<file path="config.mk">
export PLATFORM = sky130hd
export DESIGN_NAME = dtree_seq_ctrl
export DESIGN_NICKNAME = d
export VERILOG_FILES = /design/src/rtl/dtree_seq_ctrl.sv
export SDC_FILE = /design/constraint.sdc
export NUM_CORES = 1
export LEC_CHECK = 0
export BUFFER_PORTS_ARGS = -buffer_cell sky130_fd_sc_hd__clkbuf_2
export CAP_MARGIN = 30
export CELL_PAD_IN_SITES_DETAIL_PLACEMENT = 1
export CELL_PAD_IN_SITES_GLOBAL_PLACEMENT = 2
export CORE_AREA = 2 2 219 221
export DETAILED_ROUTE_END_ITERATION = 16
export DIE_AREA = 0 0 221 223
export GPL_TIMING_DRIVEN = 0
export PLACE_DENSITY_LB_ADDON = 0.1
export SLEW_MARGIN = 20
export SYNTH_ARGS = -nofsm -noshare
export SYNTH_HDL_FRONTEND = slang
export SYNTH_SLANG_ARGS = --single-unit
</file>
<file path="constraint.sdc">
create_clock -name clk -period 4.1 [get_ports clk]
set_clock_uncertainty 0.2 [all_clocks]
set_input_delay 0 -clock clk [delete_from_list [all_inputs] [get_ports clk]]
set_output_delay 0 -clock clk [all_outputs]
set_load 0.005 [all_outputs]
</file>
<file path="src/rtl/dtree_seq_ctrl.sv">
// dtree_seq_ctrl -- sequential decision-tree classifier.
//
// A feature vector is accepted in IDLE and the tree held in a register
// table is walked one node per cycle using a single shared comparator.
// A leaf ends the walk with its class.  An internal node evaluated at the
// step limit ends it with an error flag.  The result is held until the
// consumer takes it.
//
// Ports
//   clk        : clock, all state updates on the rising edge
//   rst        : synchronous active-high reset
//   cfg_we     : node table write strobe (honoured only in IDLE)
//   cfg_addr   : node index to write
//   cfg_data   : node word {is_leaf, feat_idx[2:0], thr, left, right}
//   in_valid   : feature vector valid
//   in_ready   : block can accept a vector (high only in IDLE)
//   in_data    : feature i at bits [i*FW +: FW]
//   out_valid  : result valid
//   out_ready  : consumer accepts the result
//   out_class  : predicted class
//   out_err    : traversal aborted at the depth limit
//   busy       : high in any state other than IDLE
module dtree_seq_ctrl #(
    parameter int N_FEAT    = 5,
    parameter int FW        = 8,
    parameter int NODES     = 16,
    parameter int CW        = 2,
    parameter int MAX_DEPTH = 15,
    localparam int AW       = $clog2(NODES),
    localparam int DW       = 1 + 3 + FW + 2 * AW
) (
    input  logic               clk,
    input  logic               rst,
    input  logic               cfg_we,
    input  logic [AW-1:0]      cfg_addr,
    input  logic [DW-1:0]      cfg_data,
    input  logic               in_valid,
    output logic               in_ready,
    input  logic [N_FEAT*FW-1:0] in_data,
    output logic               out_valid,
    input  logic               out_ready,
    output logic [CW-1:0]      out_class,
    output logic               out_err,
    output logic               busy
);

    localparam int DPW = $clog2(MAX_DEPTH + 1);
    localparam logic [DPW-1:0] DEPTH_LIMIT = DPW'(MAX_DEPTH);
    // Reset value of every table entry: a leaf whose class is 0.
    localparam logic [DW-1:0] LEAF0 = {1'b1, {(DW-1){1'b0}}};

    typedef enum logic [1:0] {
        ST_IDLE = 2'd0,
        ST_WALK = 2'd1,
        ST_DONE = 2'd2
    } state_e;

    state_e                state_q, state_d;
    logic [AW-1:0]         node_ptr_q, node_ptr_d;
    logic [DPW-1:0]        depth_q, depth_d;
    logic [N_FEAT*FW-1:0]  feat_q, feat_d;
    logic                  out_valid_q, out_valid_d;
    logic [CW-1:0]         out_class_q, out_class_d;
    logic                  out_err_q, out_err_d;
    logic [DW-1:0]         node_q [NODES];
    logic [DW-1:0]         node_d [NODES];

    // Decoded fields of the entry under evaluation.
    logic [DW-1:0]         ent_s;
    logic                  is_leaf_s;
    logic [2:0]            feat_idx_s;
    logic [FW-1:0]         thr_s;
    logic [AW-1:0]         left_s;
    logic [AW-1:0]         right_s;
    logic [FW-1:0]         feat_val_s;
    logic                  go_left_s;

    // Feature index is 3 bits wide; slots beyond N_FEAT read as zero.
    logic [FW-1:0]         feat_arr_s [8];

    for (genvar g = 0; g < 8; g++) begin : g_feat
        if (g < N_FEAT) begin : g_real
            assign feat_arr_s[g] = feat_q[g*FW +: FW];
        end else begin : g_zero
            assign feat_arr_s[g] = '0;
        end
    end

    assign in_ready  = (state_q == ST_IDLE);
    assign busy      = (state_q != ST_IDLE);
    assign out_valid = out_valid_q;
    assign out_class = out_class_q;
    assign out_err   = out_err_q;

    // Combinational table read and single shared threshold comparator.
    always_comb begin
        ent_s      = node_q[node_ptr_q];
        is_leaf_s  = ent_s[DW-1];
        feat_idx_s = ent_s[DW-2 -: 3];
        thr_s      = ent_s[2*AW +: FW];
        left_s     = ent_s[AW +: AW];
        right_s    = ent_s[0 +: AW];
        feat_val_s = feat_arr_s[feat_idx_s];
        go_left_s  = (feat_val_s <= thr_s);
    end

    // Node table next value: configuration writes land only while idle.
    always_comb begin
        node_d = node_q;
        if (cfg_we && (state_q == ST_IDLE)) begin
            node_d[cfg_addr] = cfg_data;
        end else begin
            node_d = node_q;
        end
    end

    // Controller next-state and result logic.
    always_comb begin
        state_d     = state_q;
        node_ptr_d  = node_ptr_q;
        depth_d     = depth_q;
        feat_d      = feat_q;
        out_valid_d = out_valid_q;
        out_class_d = out_class_q;
        out_err_d   = out_err_q;
        case (state_q)
            ST_IDLE: begin
                if (in_valid) begin
                    feat_d     = in_data;
                    node_ptr_d = '0;
                    depth_d    = '0;
                    state_d    = ST_WALK;
                end else begin
                    state_d    = ST_IDLE;
                end
            end
            ST_WALK: begin
                if (is_leaf_s) begin
                    // Leaf class lives in the low bits of the left field.
                    out_class_d = left_s[CW-1:0];
                    out_err_d   = 1'b0;
                    out_valid_d = 1'b1;
                    state_d     = ST_DONE;
                end else if (depth_q == DEPTH_LIMIT) begin
                    out_class_d = '0;
                    out_err_d   = 1'b1;
                    out_valid_d = 1'b1;
                    state_d     = ST_DONE;
                end else begin
                    node_ptr_d  = go_left_s ? left_s : right_s;
                    depth_d     = depth_q + DPW'(1'b1);
                end
            end
            ST_DONE: begin
                if (out_ready) begin
                    out_valid_d = 1'b0;
                    state_d     = ST_IDLE;
                end else begin
                    state_d     = ST_DONE;
                end
            end
            default: begin
                out_valid_d = 1'b0;
                state_d     = ST_IDLE;
            end
        endcase
    end

    // State registers with synchronous reset; the table reloads leaf-class-0.
    always_ff @(posedge clk) begin
        if (rst) begin
            state_q     <= ST_IDLE;
            node_ptr_q  <= '0;
            depth_q     <= '0;
            feat_q      <= '0;
            out_valid_q <= 1'b0;
            out_class_q <= '0;
            out_err_q   <= 1'b0;
            for (int i = 0; i < NODES; i++) begin
                node_q[i] <= LEAF0;
            end
        end else begin
            state_q     <= state_d;
            node_ptr_q  <= node_ptr_d;
            depth_q     <= depth_d;
            feat_q      <= feat_d;
            out_valid_q <= out_valid_d;
            out_class_q <= out_class_d;
            out_err_q   <= out_err_d;
            node_q      <= node_d;
        end
    end

endmodule

</file>
==> summary.md <==
| Metric | Value |
|---|---|
| Status | complete, no violations |
| GP Congestion | 0.8068 |
| Pin count of the biggest net entering global routing | 20 |
| Max Cap Violations | 0 |
| # IOs | between 70 and 80 |
| Cell internal pwr | roughly 6200 uW |
| Hold Crit Class | primary input to register |
| CTS root buf | clkbuf_16 |
| H-tree levels | 2 |
| Final setup margin | 0.1133 ns |
| Worst EP arrival | 4.26 ns |
| Hold EP | feat_q[31] |
| Area growth, synth to finish | 23.48% |
| Crit. End Element | register |
| DRC | 0 |
| R2r worst-path depth | 15 |
| Initial DRC Count | between 700 and 800 |
| Vias | ~14000 |
| Hold path start | in_data[31] |
| Post-route minimum period | 3.987 ns |
| Slew headroom | a little over a third |
| Max IR drop VDD | approximately 0.29 mV |
| Layout Nets | approximately 2100 |
| Final Setup Violations | 0 |
| Yosys reg bits | about 370 |
| Number of global-route vias before repair | about 14000 |
| Worst slew pin tran | 0.9568 ns |
| Reg clk slew, reported paths | about 0.06 ns |
| Share of cells above drive strength 1 | 15.37% |
| Clk sinks | 374 |
| Post-synth EDFFs | 0 |
| Depth of the worst hold-timing path | 4 |
| Syn Inst Count | 1772 |
| Clk_lat worst skew | 0.58 ns |
| Most common cell after layout, fill and taps aside | nand2_1 |
| Core area | 47150 sq um |
| Drt pass-1 iters | 5 |
| Worst EP required | approximately 4.4 ns |
| P_sw | ~2000 uW |
| Clock buffer depth | 3 |
| Synth area leaders | dfxtp_1, nand2_1, mux4_2 |
| Mapped Avg Cell Area | around 9.2 sq um |
| Ys async rst share | 0% |
| Die area | 49280 sq um |
| Global route overflow | 0 |
| Mapped Area | between 15000 and 20000 sq um |
| Yosys warns | 0 |
| Final setup TNS | 0 ns |
| Most frequent cells in the layout | nand2_1, dfxtp_1, a21oi_1, mux2i_1, nor2_1 |
| R2r startpoint | node_ptr_q[1] |
| Gate power share | around 7.2% |
| Critical path type | register to register |
| First-pass GRT wire length | 92200 um |
| Cell Rows | 80 |
| Fin. max-slew vios | 0 |
| Syn Nets | 1850 |
| Post-synth top area cell | dfxtp_1 |
| Dpl ws | -1.252 ns |
| CTS Buf Count | 45 |
| CTS tree | done |
| Post-synth top area share | approximately 46% |
| Worst reg2reg setup slack | about 0.11 ns |
| I/O Buffers | 74 |
| Sw frac | 24.83% |
| Sequential area share after synthesis | 45.95% |
| Reg-to-reg critical path endpoint | node_ptr_q[1] |
| Final non-filler cell area | a little over 20000 sq um |
| Netlist cell types | 46 |
| DIE HEIGHT | 223 um |
| Multi-input gate area | around 8200 sq um |
| Fillers | ~5400 |
| Initial Utilization | 34.56% |
| Hold Vio Cnt, Final | 0 |
| Maximum clock frequency | between 0.2 and 0.3 GHz |
| Leak | 0.006902 uW |
| Register area | approximately 7500 sq um |
| Initial antenna violation count | 2 |
| DP Area | about 17000 sq um |
| Crit-path max FO | 9 |
| Antenna-violating nets left | 0 |
| GR Util All Layers | between 20% and 30% |
| Vias/cell | around 5.3 |
| Post-DP HPWL | around 44000 um |
| Die W | between 200 and 250 um |
| Final period util | a little over nine tenths |
| Power Dens Cells | ~400 nW/um^2 |
| Element type at the critical path start | register |
| Most used DFF post-synth | dfxtp_1 |
| Clk pwr share | between 40% and 50% |
| Detailed Route WL | a little over 60000 um |
| WL/cell | between 20 and 25 um |
| Flop pwr share | 45.5% |
| Ant diodes | 0 |
[registers in the layout, indices dropped and copies added, names as in the netlist]
signal      flops
depth_q         4
feat_q         40
node_ptr_q      4
node_q        320
out_class       2
out_err         1
out_valid       1
state_q         2
[cells by family (layout without fill, tap and decap cells)]
family	count (synthesis)	after routing	share of synthesized area (%)
multiplexers	251	251	22.28
adder cells (fa/ha/maj)	9	9	0.6912
buffers and inverters	172	424	4.608
AO/OA/AOI/OAI	282	282	9.799
flip-flops	374	374	45.95
AND/OR/NAND/NOR	684	684	16.67
[what timing repair did]
item / in CTS / in global routing
gates resized for setup: 54 / 35
setup buffers: 6 / 19
endpoints found under the hold margin: 249 / 0
pin swaps: 2 / 11
hold buffers: 77 / 0
setup endpoints to repair: 4 / 4
[critical path, cell delays in order (launching register included)]
cell,delay [ns]
dfxtp_2,0.36
buf_12,0.15
mux2_1,0.36
or3_4,0.35
nand4_4,0.18
nand2_8,0.10
or3_4,0.40
buf_8,0.15
o221ai_4,0.17
ha_1,0.29
a21oi_2,0.14
o22ai_2,0.08
o21bai_1,0.13
a22o_2,0.24
mux2_2,0.36
a22o_1,0.19
[layout make-up]
cell class                 count  share of cell area, %
buffer                       148                  4.154
clock buffer                  69                  6.555
clock inverter                 9                 0.3794
inverter                      21                 0.3918
multi-input combinational   1226                  40.73
sequential                   374                  37.24
tap                          615                  3.825
timing repair buffer         177                  6.723
[layer usage]
metal  vias up  share of wire, %  GRT usage, %
met1      7021                47         34.35
met4         0               2.0         6.473
met3        69               4.6         3.582
met2       286                47         41.18
li1       6500                 -             -
met5         -                 0             0
[cells in the mapped netlist, types with 2 or more instances]
master,n
or3_1,6
buf_6,3
and3_1,9
nand3_1,16
o221ai_1,7
nand2_1,463
dfxtp_1,374
ha_1,9
mux4_2,74
a22oi_1,6
buf_2,28
mux4_1,9
a22o_1,12
buf_12,2
a21oi_1,219
nor2b_1,7
buf_4,4
a221oi_1,10
nor3_1,7
nand2b_1,3
nand4_1,3
and2_1,6
a21boi_0,8
nor2_1,160
o21ai_0,12
mux2i_1,162
mux2i_4,3
inv_1,20
clkbuf_1,112
buf_1,2
[per-stage QoR]
stage / total power (uW) / hold slack, ns / std cells / util [%]
floorplan: 4076 / -0.07200 / 1772 / -
global placement: 4311 / 0.02801 / 2461 / 36.98
detailed placement: 4323 / 0.03090 / 2461 / 36.98
CTS: 8280 / 0.003266 / 2619 / 42.08
global route: 8485 / 0.01402 / 2639 / 42.67
finish: 8210 / 0.01287 / 2639 / 42.67
[power groups by stage]
stage	logic (uW)	registers (uW)	clock network, uW
5_1_grt	638	3740	4110
3_3_place_gp	500	3810	0
3_5_place_dp	511	3810	0
2_1_floorplan	277	3800	0
4_1_cts	580	3730	3970
6_report	588	3730	3890
[worst max-delay path by stage]
stage,cells after the start,end,from,slack (ns)
4_1_cts,15,node_ptr_q[1],node_ptr_q[1],0.003
6_report,15,node_ptr_q[1],node_ptr_q[1],0.11
3_3_place_gp,15,node_ptr_q[1],node_ptr_q[1],-1.26
5_1_grt,16,node_ptr_q[3],node_ptr_q[0],-0.006
2_1_floorplan,15,node_ptr_q[1],node_ptr_q[1],0.22
3_5_place_dp,15,node_ptr_q[1],node_ptr_q[1],-1.25
Power figures use the tool's default switching activity.
